<file path="config.mk">
export PLATFORM = sky130hd
export DESIGN_NAME = cue_shot_controller
export DESIGN_NICKNAME = d
export VERILOG_FILES = /design/src/rtl/cue_shot_controller.sv
export SDC_FILE = /design/constraint.sdc
export NUM_CORES = 1
export LEC_CHECK = 0
export ABC_AREA = 1
export CAP_MARGIN = 20
export CORE_ASPECT_RATIO = 0.5
export CORE_MARGIN = 2
export CORE_UTILIZATION = 60
export DETAILED_ROUTE_END_ITERATION = 12
export PLACE_DENSITY = 0.87
export SETUP_SLACK_MARGIN = 0.3
export SLEW_MARGIN = 20
export SYNTH_ARGS = -nofsm -noshare
export SYNTH_HDL_FRONTEND = slang
export SYNTH_SLANG_ARGS = --single-unit
</file>
<file path="constraint.sdc">
create_clock -name clk -period 15 [get_ports clk]
set_clock_uncertainty 0.1 [all_clocks]
set_input_delay 3.75 -clock clk [delete_from_list [all_inputs] [get_ports clk]]
set_output_delay 3.75 -clock clk [all_outputs]
set_load 0.005 [all_outputs]
</file>
<file path="src/rtl/cue_shot_controller.sv">
// Cue shot sequencer: waits for the table to settle, primes on the cue tip,
// confirms a persistent hit and fires one velocity-stamped shot command.
module cue_shot_controller #(
  parameter int CONFIRM_FRAMES = 2,
  parameter int SETTLE_FRAMES  = 4,
  parameter int VMAX           = 255
) (
  input  logic        clk,
  input  logic        reset,
  input  logic        frame_tick,
  input  logic [10:0] front_x,
  input  logic [9:0]  front_y,
  input  logic [2:0]  hit_ball,
  input  logic [10:0] hit_x,
  input  logic [9:0]  hit_y,
  input  logic        balls_moving,
  output logic        cue_ready,
  output logic        shot_valid,
  output logic [2:0]  shot_ball,
  output logic [10:0] shot_x,
  output logic [9:0]  shot_y,
  output logic [11:0] shot_vx,
  output logic [10:0] shot_vy,
  output logic [7:0]  shot_count,
  output logic [1:0]  state
);

  typedef enum logic [1:0] {
    WAIT_STOP = 2'd0,
    ARMED     = 2'd1,
    CONFIRM   = 2'd2,
    FIRE      = 2'd3
  } st_t;

  localparam logic signed [11:0] VX_MAX = 12'(VMAX);
  localparam logic signed [11:0] VX_MIN = -VX_MAX;
  localparam logic signed [10:0] VY_MAX = 11'(VMAX);
  localparam logic signed [10:0] VY_MIN = -VY_MAX;

  st_t         state_q, state_d;
  logic [3:0]  settle_q, settle_d;
  logic [3:0]  conf_q, conf_d;
  logic        primed_q, primed_d;
  logic [10:0] prev_x_q, prev_x_d;
  logic [9:0]  prev_y_q, prev_y_d;
  logic [2:0]  lat_ball_q, lat_ball_d;
  logic [10:0] lat_x_q, lat_x_d;
  logic [9:0]  lat_y_q, lat_y_d;
  logic [11:0] lat_vx_q, lat_vx_d;
  logic [10:0] lat_vy_q, lat_vy_d;
  logic        cue_ready_q, cue_ready_d;
  logic        shot_valid_q, shot_valid_d;
  logic [2:0]  shot_ball_q, shot_ball_d;
  logic [10:0] shot_x_q, shot_x_d;
  logic [9:0]  shot_y_q, shot_y_d;
  logic [11:0] shot_vx_q, shot_vx_d;
  logic [10:0] shot_vy_q, shot_vy_d;
  logic [7:0]  shot_count_q, shot_count_d;

  logic signed [11:0] dx, vx;
  logic signed [10:0] dy, vy;

  // Zero-extended subtraction keeps the full pixel range representable.
  always_comb begin
    dx = $signed({1'b0, front_x}) - $signed({1'b0, prev_x_q});
    dy = $signed({1'b0, front_y}) - $signed({1'b0, prev_y_q});
    vx = (dx > VX_MAX) ? VX_MAX : ((dx < VX_MIN) ? VX_MIN : dx);
    vy = (dy > VY_MAX) ? VY_MAX : ((dy < VY_MIN) ? VY_MIN : dy);
  end

  always_comb begin
    state_d      = state_q;
    settle_d     = settle_q;
    conf_d       = conf_q;
    primed_d     = primed_q;
    prev_x_d     = prev_x_q;
    prev_y_d     = prev_y_q;
    lat_ball_d   = lat_ball_q;
    lat_x_d      = lat_x_q;
    lat_y_d      = lat_y_q;
    lat_vx_d     = lat_vx_q;
    lat_vy_d     = lat_vy_q;
    shot_valid_d = 1'b0;
    shot_ball_d  = shot_ball_q;
    shot_x_d     = shot_x_q;
    shot_y_d     = shot_y_q;
    shot_vx_d    = shot_vx_q;
    shot_vy_d    = shot_vy_q;
    shot_count_d = shot_count_q;
    unique case (state_q)
      WAIT_STOP: begin
        if (frame_tick) begin
          if (balls_moving) begin
            settle_d = 4'd0;
          end else begin
            settle_d = settle_q + 4'd1;
            if (settle_d == 4'(SETTLE_FRAMES)) begin
              state_d  = ARMED;
              primed_d = 1'b0;
              settle_d = 4'd0;
            end
          end
        end
      end
      ARMED: begin
        if (frame_tick) begin
          if (balls_moving) begin
            state_d  = WAIT_STOP;
            settle_d = 4'd0;
          end else if (!primed_q || hit_ball == 3'd0) begin
            primed_d = 1'b1;
            prev_x_d = front_x;
            prev_y_d = front_y;
          end else begin
            lat_ball_d = hit_ball;
            lat_x_d    = hit_x;
            lat_y_d    = hit_y;
            lat_vx_d   = vx;
            lat_vy_d   = vy;
            // A hit with no tip motion is a cue resting on the ball.
            if (vx == 12'sd0 && vy == 11'sd0) begin
              prev_x_d = front_x;
              prev_y_d = front_y;
            end else if (CONFIRM_FRAMES == 1) begin
              state_d = FIRE;
            end else begin
              state_d = CONFIRM;
              conf_d  = 4'd1;
            end
          end
        end
      end
      CONFIRM: begin
        if (frame_tick) begin
          if (hit_ball == lat_ball_q) begin
            conf_d = conf_q + 4'd1;
            if (conf_d == 4'(CONFIRM_FRAMES)) state_d = FIRE;
          end else begin
            state_d    = ARMED;
            primed_d   = 1'b1;
            prev_x_d   = front_x;
            prev_y_d   = front_y;
            lat_ball_d = 3'd0;
            lat_x_d    = 11'd0;
            lat_y_d    = 10'd0;
            lat_vx_d   = 12'd0;
            lat_vy_d   = 11'd0;
          end
        end
      end
      FIRE: begin
        state_d  = WAIT_STOP;
        settle_d = 4'd0;
      end
    endcase
    if (state_d == FIRE) begin
      shot_valid_d = 1'b1;
      shot_ball_d  = lat_ball_d;
      shot_x_d     = lat_x_d;
      shot_y_d     = lat_y_d;
      shot_vx_d    = lat_vx_d;
      shot_vy_d    = lat_vy_d;
      shot_count_d = shot_count_q + 8'd1;
    end
    cue_ready_d = (state_d == ARMED) && primed_d;
  end

  always_ff @(posedge clk or posedge reset) begin
    if (reset) begin
      state_q      <= WAIT_STOP;
      settle_q     <= 4'd0;
      conf_q       <= 4'd0;
      primed_q     <= 1'b0;
      prev_x_q     <= 11'd0;
      prev_y_q     <= 10'd0;
      lat_ball_q   <= 3'd0;
      lat_x_q      <= 11'd0;
      lat_y_q      <= 10'd0;
      lat_vx_q     <= 12'd0;
      lat_vy_q     <= 11'd0;
      cue_ready_q  <= 1'b0;
      shot_valid_q <= 1'b0;
      shot_ball_q  <= 3'd0;
      shot_x_q     <= 11'd0;
      shot_y_q     <= 10'd0;
      shot_vx_q    <= 12'd0;
      shot_vy_q    <= 11'd0;
      shot_count_q <= 8'd0;
    end else begin
      state_q      <= state_d;
      settle_q     <= settle_d;
      conf_q       <= conf_d;
      primed_q     <= primed_d;
      prev_x_q     <= prev_x_d;
      prev_y_q     <= prev_y_d;
      lat_ball_q   <= lat_ball_d;
      lat_x_q      <= lat_x_d;
      lat_y_q      <= lat_y_d;
      lat_vx_q     <= lat_vx_d;
      lat_vy_q     <= lat_vy_d;
      cue_ready_q  <= cue_ready_d;
      shot_valid_q <= shot_valid_d;
      shot_ball_q  <= shot_ball_d;
      shot_x_q     <= shot_x_d;
      shot_y_q     <= shot_y_d;
      shot_vx_q    <= shot_vx_d;
      shot_vy_q    <= shot_vy_d;
      shot_count_q <= shot_count_d;
    end
  end

  assign state      = state_q;
  assign cue_ready  = cue_ready_q;
  assign shot_valid = shot_valid_q;
  assign shot_ball  = shot_ball_q;
  assign shot_x     = shot_x_q;
  assign shot_y     = shot_y_q;
  assign shot_vx    = shot_vx_q;
  assign shot_vy    = shot_vy_q;
  assign shot_count = shot_count_q;

endmodule

</file>
==> implementation parameters <==
Parameter                              Value

Power
  Peak supply drop ... 151 µV
  Clock network fraction of total power ... 0.188
  Post-layout total power ... 2090 µW
  Share of total power consumed by net switching ... 0.466
  Pwr per Cell Area ... 225 mW/mm²
  Internal power contribution ... 1120 µW
  Sequential power share ... 0.280
  Leak pwr ... 0.00463 µW
  Switching power of the nets ... 974 µW
  Combinational share of power ... 0.532

Floorplanning
  Boundary pin count ... 108
  Die X-Extent ... 163 µm
  Std-Cell Rows ... 28
  Effective utilization at floorplan ... 0.628
  Core Region ... 0.0121 mm²
  Die footprint ... 0.0136 mm²
  Vert. Die Dim ... 83.4 µm

Setup path
  Critical Setup Path Class ... in -> reg
  Data required time at the worst endpoint ... 15,240 ps
  Startpoint class of the critical path ... primary input
  Crit path max fanout ... 56
  Endpoint kind of the worst setup timing path ... register
  Data arrival time at the worst-slack endpoint ... 9020 ps
  Critical-path top delay cell ... nand3_4
  Setup slack on the worst flop-to-flop path ... 9700 ps
  Most frequent cell on the critical path ... nand2_1
  Largest incremental delay on the critical path ... 650 ps

Logic synthesis
  Total of warnings raised by yosys ... 0
  Average instance area after synthesis ... 7.82 µm²
  Cell area after technology mapping ... 0.00757 mm²
  Post-synthesis compound-gate area fraction ... 0.119
  Dominant combinational cell family by area after synthesis ... simple AND/OR/NAND/NOR gates
  Synthesized-area fraction occupied by xor and xnor cells ... 0.0197
  Multiplexer share of the synthesized area ... 0
  Area share of fa/ha/maj cells after synthesis ... 0.0598
  Gate Count Post-Synth ... 968
  Fraction of the yosys area taken by sequential cells ... 0.450
  Net count after synthesis ... 1,052
  Number of distinct standard cells referenced by the synthesized netlist ... 38
  Synth Area in Simple Gates ... 0.264
  Flops & latches, synth ... 136

Finish
  Final instance area ... 0.00930 mm²
  Utilization after layout ... 0.772
  Layout fillers ... 866
  Antenna diode count ... 0
  Fraction of layout cells with a size suffix above 1 ... 0.0486
  Area growth, synth to finish ... 22.9%
  Nets ... 1,141

Route
  Detailed Route Iter0 Violations ... 698
  Vias per cell ... 5.76
  Routed wire length ... 19,400 µm
  DRC violation count after routing ... 0
  Count of TritonRoute iterations in the first routing pass ... 5
  Antenna-violating nets left ... 0
  WL per Instance ... 15.7 µm
  Vias ... 7,119

Timing
  Final min period ... 8770 ps
  Setup TNS ... 0 ps
  Final number of max-transition violations ... 0
  Final hold vios ... 0
  Period utilisation layout ... 0.585
  Worst-case headroom to the max-slew limit ... 0.368
  Setup violators final ... 0
  Least-Margin Pin Slew ... 945 ps
  Setup repair after global routing missed its margin ... no
  Achievable Freq ... 114 MHz
  Worst hold slack ... 372 ps

Clock tree
  Cts repair resizes ... 0
  Maximum buffer depth of the clock tree ... 2
  Number of H-tree levels ... 4
  Clock-pin slew of the registers on the worst-case setup and hold paths ... 70 ps
  Buffers inserted by post-CTS timing repair ... 0
  Number of buffers added by the clock tree synthesis step ... 17
  Buffer type at the clock tree root ... clkbuf_16
  # hold bufs at CTS ... 0
  Clock network latency to the later pin of the worst-skew pair ... 420 ps
  TritonCTS clock tree ... yes
  CTS sink cnt ... 136

Job
  Number of maximum-capacitance constraint violations ... 0

Placement
  Quantity of I/O buffers inserted on ports ... 107
  Placed wire-length estimate ... 12,800 µm
  Area post-placement ... 0.00872 mm²
  GP Congestion ... 0.931

Outcome
  Result of the run ... completed

Global route
  Antenna violations before repair ... 0
  Global routing usage summed across all routing layers ... 0.298
  Overall overflow remaining after global route ... 0
  Wire length of the first global-routing pass ... 32,800 µm
  Pin count of the biggest net entering global routing ... 80
  Vias in the first global route ... 6,929

Hold path
  Tightest Hold Check Type ... reg -> reg
-- layout by cell type (no fill, tap or decap), drive strengths merged --
cell	Yosys	final
and2	1	1
nand3b	5	5
inv	115	122
a31oi	1	1
a2bb2oi	1	1
fa	2	2
clkbuf	30	19
or2	1	1
a21oi	63	63
clkinv	2	5
o21ai	64	64
xor2	7	7
o22ai	8	8
nand3	66	66
nand4	66	66
nor2	59	59
nor3	4	4
o311ai	1	1
clkdlybuf4s50	0	107
ha	33	33
o2111ai	1	1
xnor2	10	10
a22o	1	1
dfrtp	136	136
nor4	1	1
a21o	6	6
buf	15	8
o221ai	7	7
and3	1	1
o31ai	4	4
clkinvlp	0	3
o211ai	3	3
a22oi	1	1
nand2	253	253
-- Yosys cell counts (all sizes together) --
| cell type | instances | area share |
|---|---|---|
| nand3 | 66 | 0.044 |
| and3 | 1 | 0.00083 |
| a2bb2oi | 1 | 0.0012 |
| o311ai | 1 | 0.0012 |
| o21ai | 64 | 0.042 |
| clkinv | 2 | 0.00099 |
| nor4 | 1 | 0.00083 |
| nor2 | 59 | 0.029 |
| xnor2 | 10 | 0.012 |
| o221ai | 7 | 0.0081 |
| xor2 | 7 | 0.0081 |
| o31ai | 4 | 0.0040 |
| clkbuf | 30 | 0.015 |
| a21oi | 63 | 0.043 |
| fa | 2 | 0.0053 |
| a21o | 6 | 0.0059 |
| ha | 33 | 0.055 |
| o22ai | 8 | 0.0066 |
| nand3b | 5 | 0.0050 |
| a22o | 1 | 0.0012 |
| nand4 | 66 | 0.055 |
| inv | 115 | 0.057 |
| a22oi | 1 | 0.00099 |
| or2 | 1 | 0.00083 |
| buf | 15 | 0.015 |
| dfrtp | 136 | 0.45 |
| o211ai | 3 | 0.0030 |
| nand2 | 253 | 0.13 |
| o2111ai | 1 | 0.0012 |
| and2 | 1 | 0.00083 |
| a31oi | 1 | 0.00083 |
| nor3 | 4 | 0.0026 |
-- worst max-delay path: cells and delay by family --
family / cells / cell delay, ps
buffers and inverters: 4 / 680
AOI/OAI and AO/OA: 2 / 270
and+or+nand+nor: 23 / 3280
adders and majority gates: 3 / 980
-- area by class of cell --
type | instances | area [µm²] | area share
Clock buffer | 19 | 443 | 0.0476
Clock inverter | 13 | 109 | 0.0117
Inverter | 117 | 444 | 0.0477
Multi-Input combinational cell | 670 | 3550 | 0.381
Sequential cell | 136 | 3400 | 0.366
Tap cell | 165 | 206 | 0.0222
Timing Repair Buffer | 115 | 1150 | 0.124
-- per-stage QoR --
| stage | worst slack [ps] | cells |
|---|---|---|
| 2_1_floorplan | 7510 | 968 |
| 3_3_place_gp | 5270 | 1202 |
| 3_5_place_dp | 5110 | 1202 |
| 4_1_cts | 5420 | 1234 |
| 5_1_grt | 5690 | 1235 |
| 6_report | 6230 | 1235 |
-- flip-flops by register name (all words and copies together), names as in the netlist, 2 cells and up --
name,count
shot_vy,11
lat_ball_q,3
prev_x_q,11
settle_q,4
lat_x_q,11
shot_x,11
conf_q,4
lat_y_q,10
state,2
shot_y,10
shot_ball,3
prev_y_q,10
lat_vx_q,12
shot_vx,12
shot_count,8
lat_vy_q,11
-- logic make-up after synthesis --
group / after synthesis
simple gates: 457
buf+inv: 162
compound gates: 161
flops: 136
fa+ha+maj: 35
xor+xnor: 17
-- final timing paths --
check                             from          end  depth (start not counted)
setup reg to reg           prev_x_q[0]   shot_vx[4]                         30
hold reg to reg             shot_vy[9]   shot_vy[9]                          2
hold / removal              shot_vy[9]   shot_vy[9]                          2
max in group asynchronous        reset  prev_x_q[3]                          3
setup / recovery            front_x[0]   shot_vx[4]                         32
min in group asynchronous        reset   lat_y_q[6]                          2
-- per-layer routing --
layer | GRT usage | up-vias | part of all wire | wire length [µm]
met5 | 0 | - | 0 | 0
met4 | 0.0941 | 0 | 0.016 | 302
met3 | 0.0744 | 37 | 0.075 | 1460
met2 | 0.459 | 309 | 0.47 | 9080
met1 | 0.417 | 3367 | 0.44 | 8520
li1 | - | 3406 | - | -
-- power groups by stage --
stage                     logic, µW  clock network [µW]  registers, µW
after floorplan                 738                   0            573
after global placement         1040                   0            581
after detailed placement       1070                   0            584
after CTS                      1080                 397            582
after global routing           1240                 412            598
final                          1110                 393            584
(Power assumes the default switching activity.)
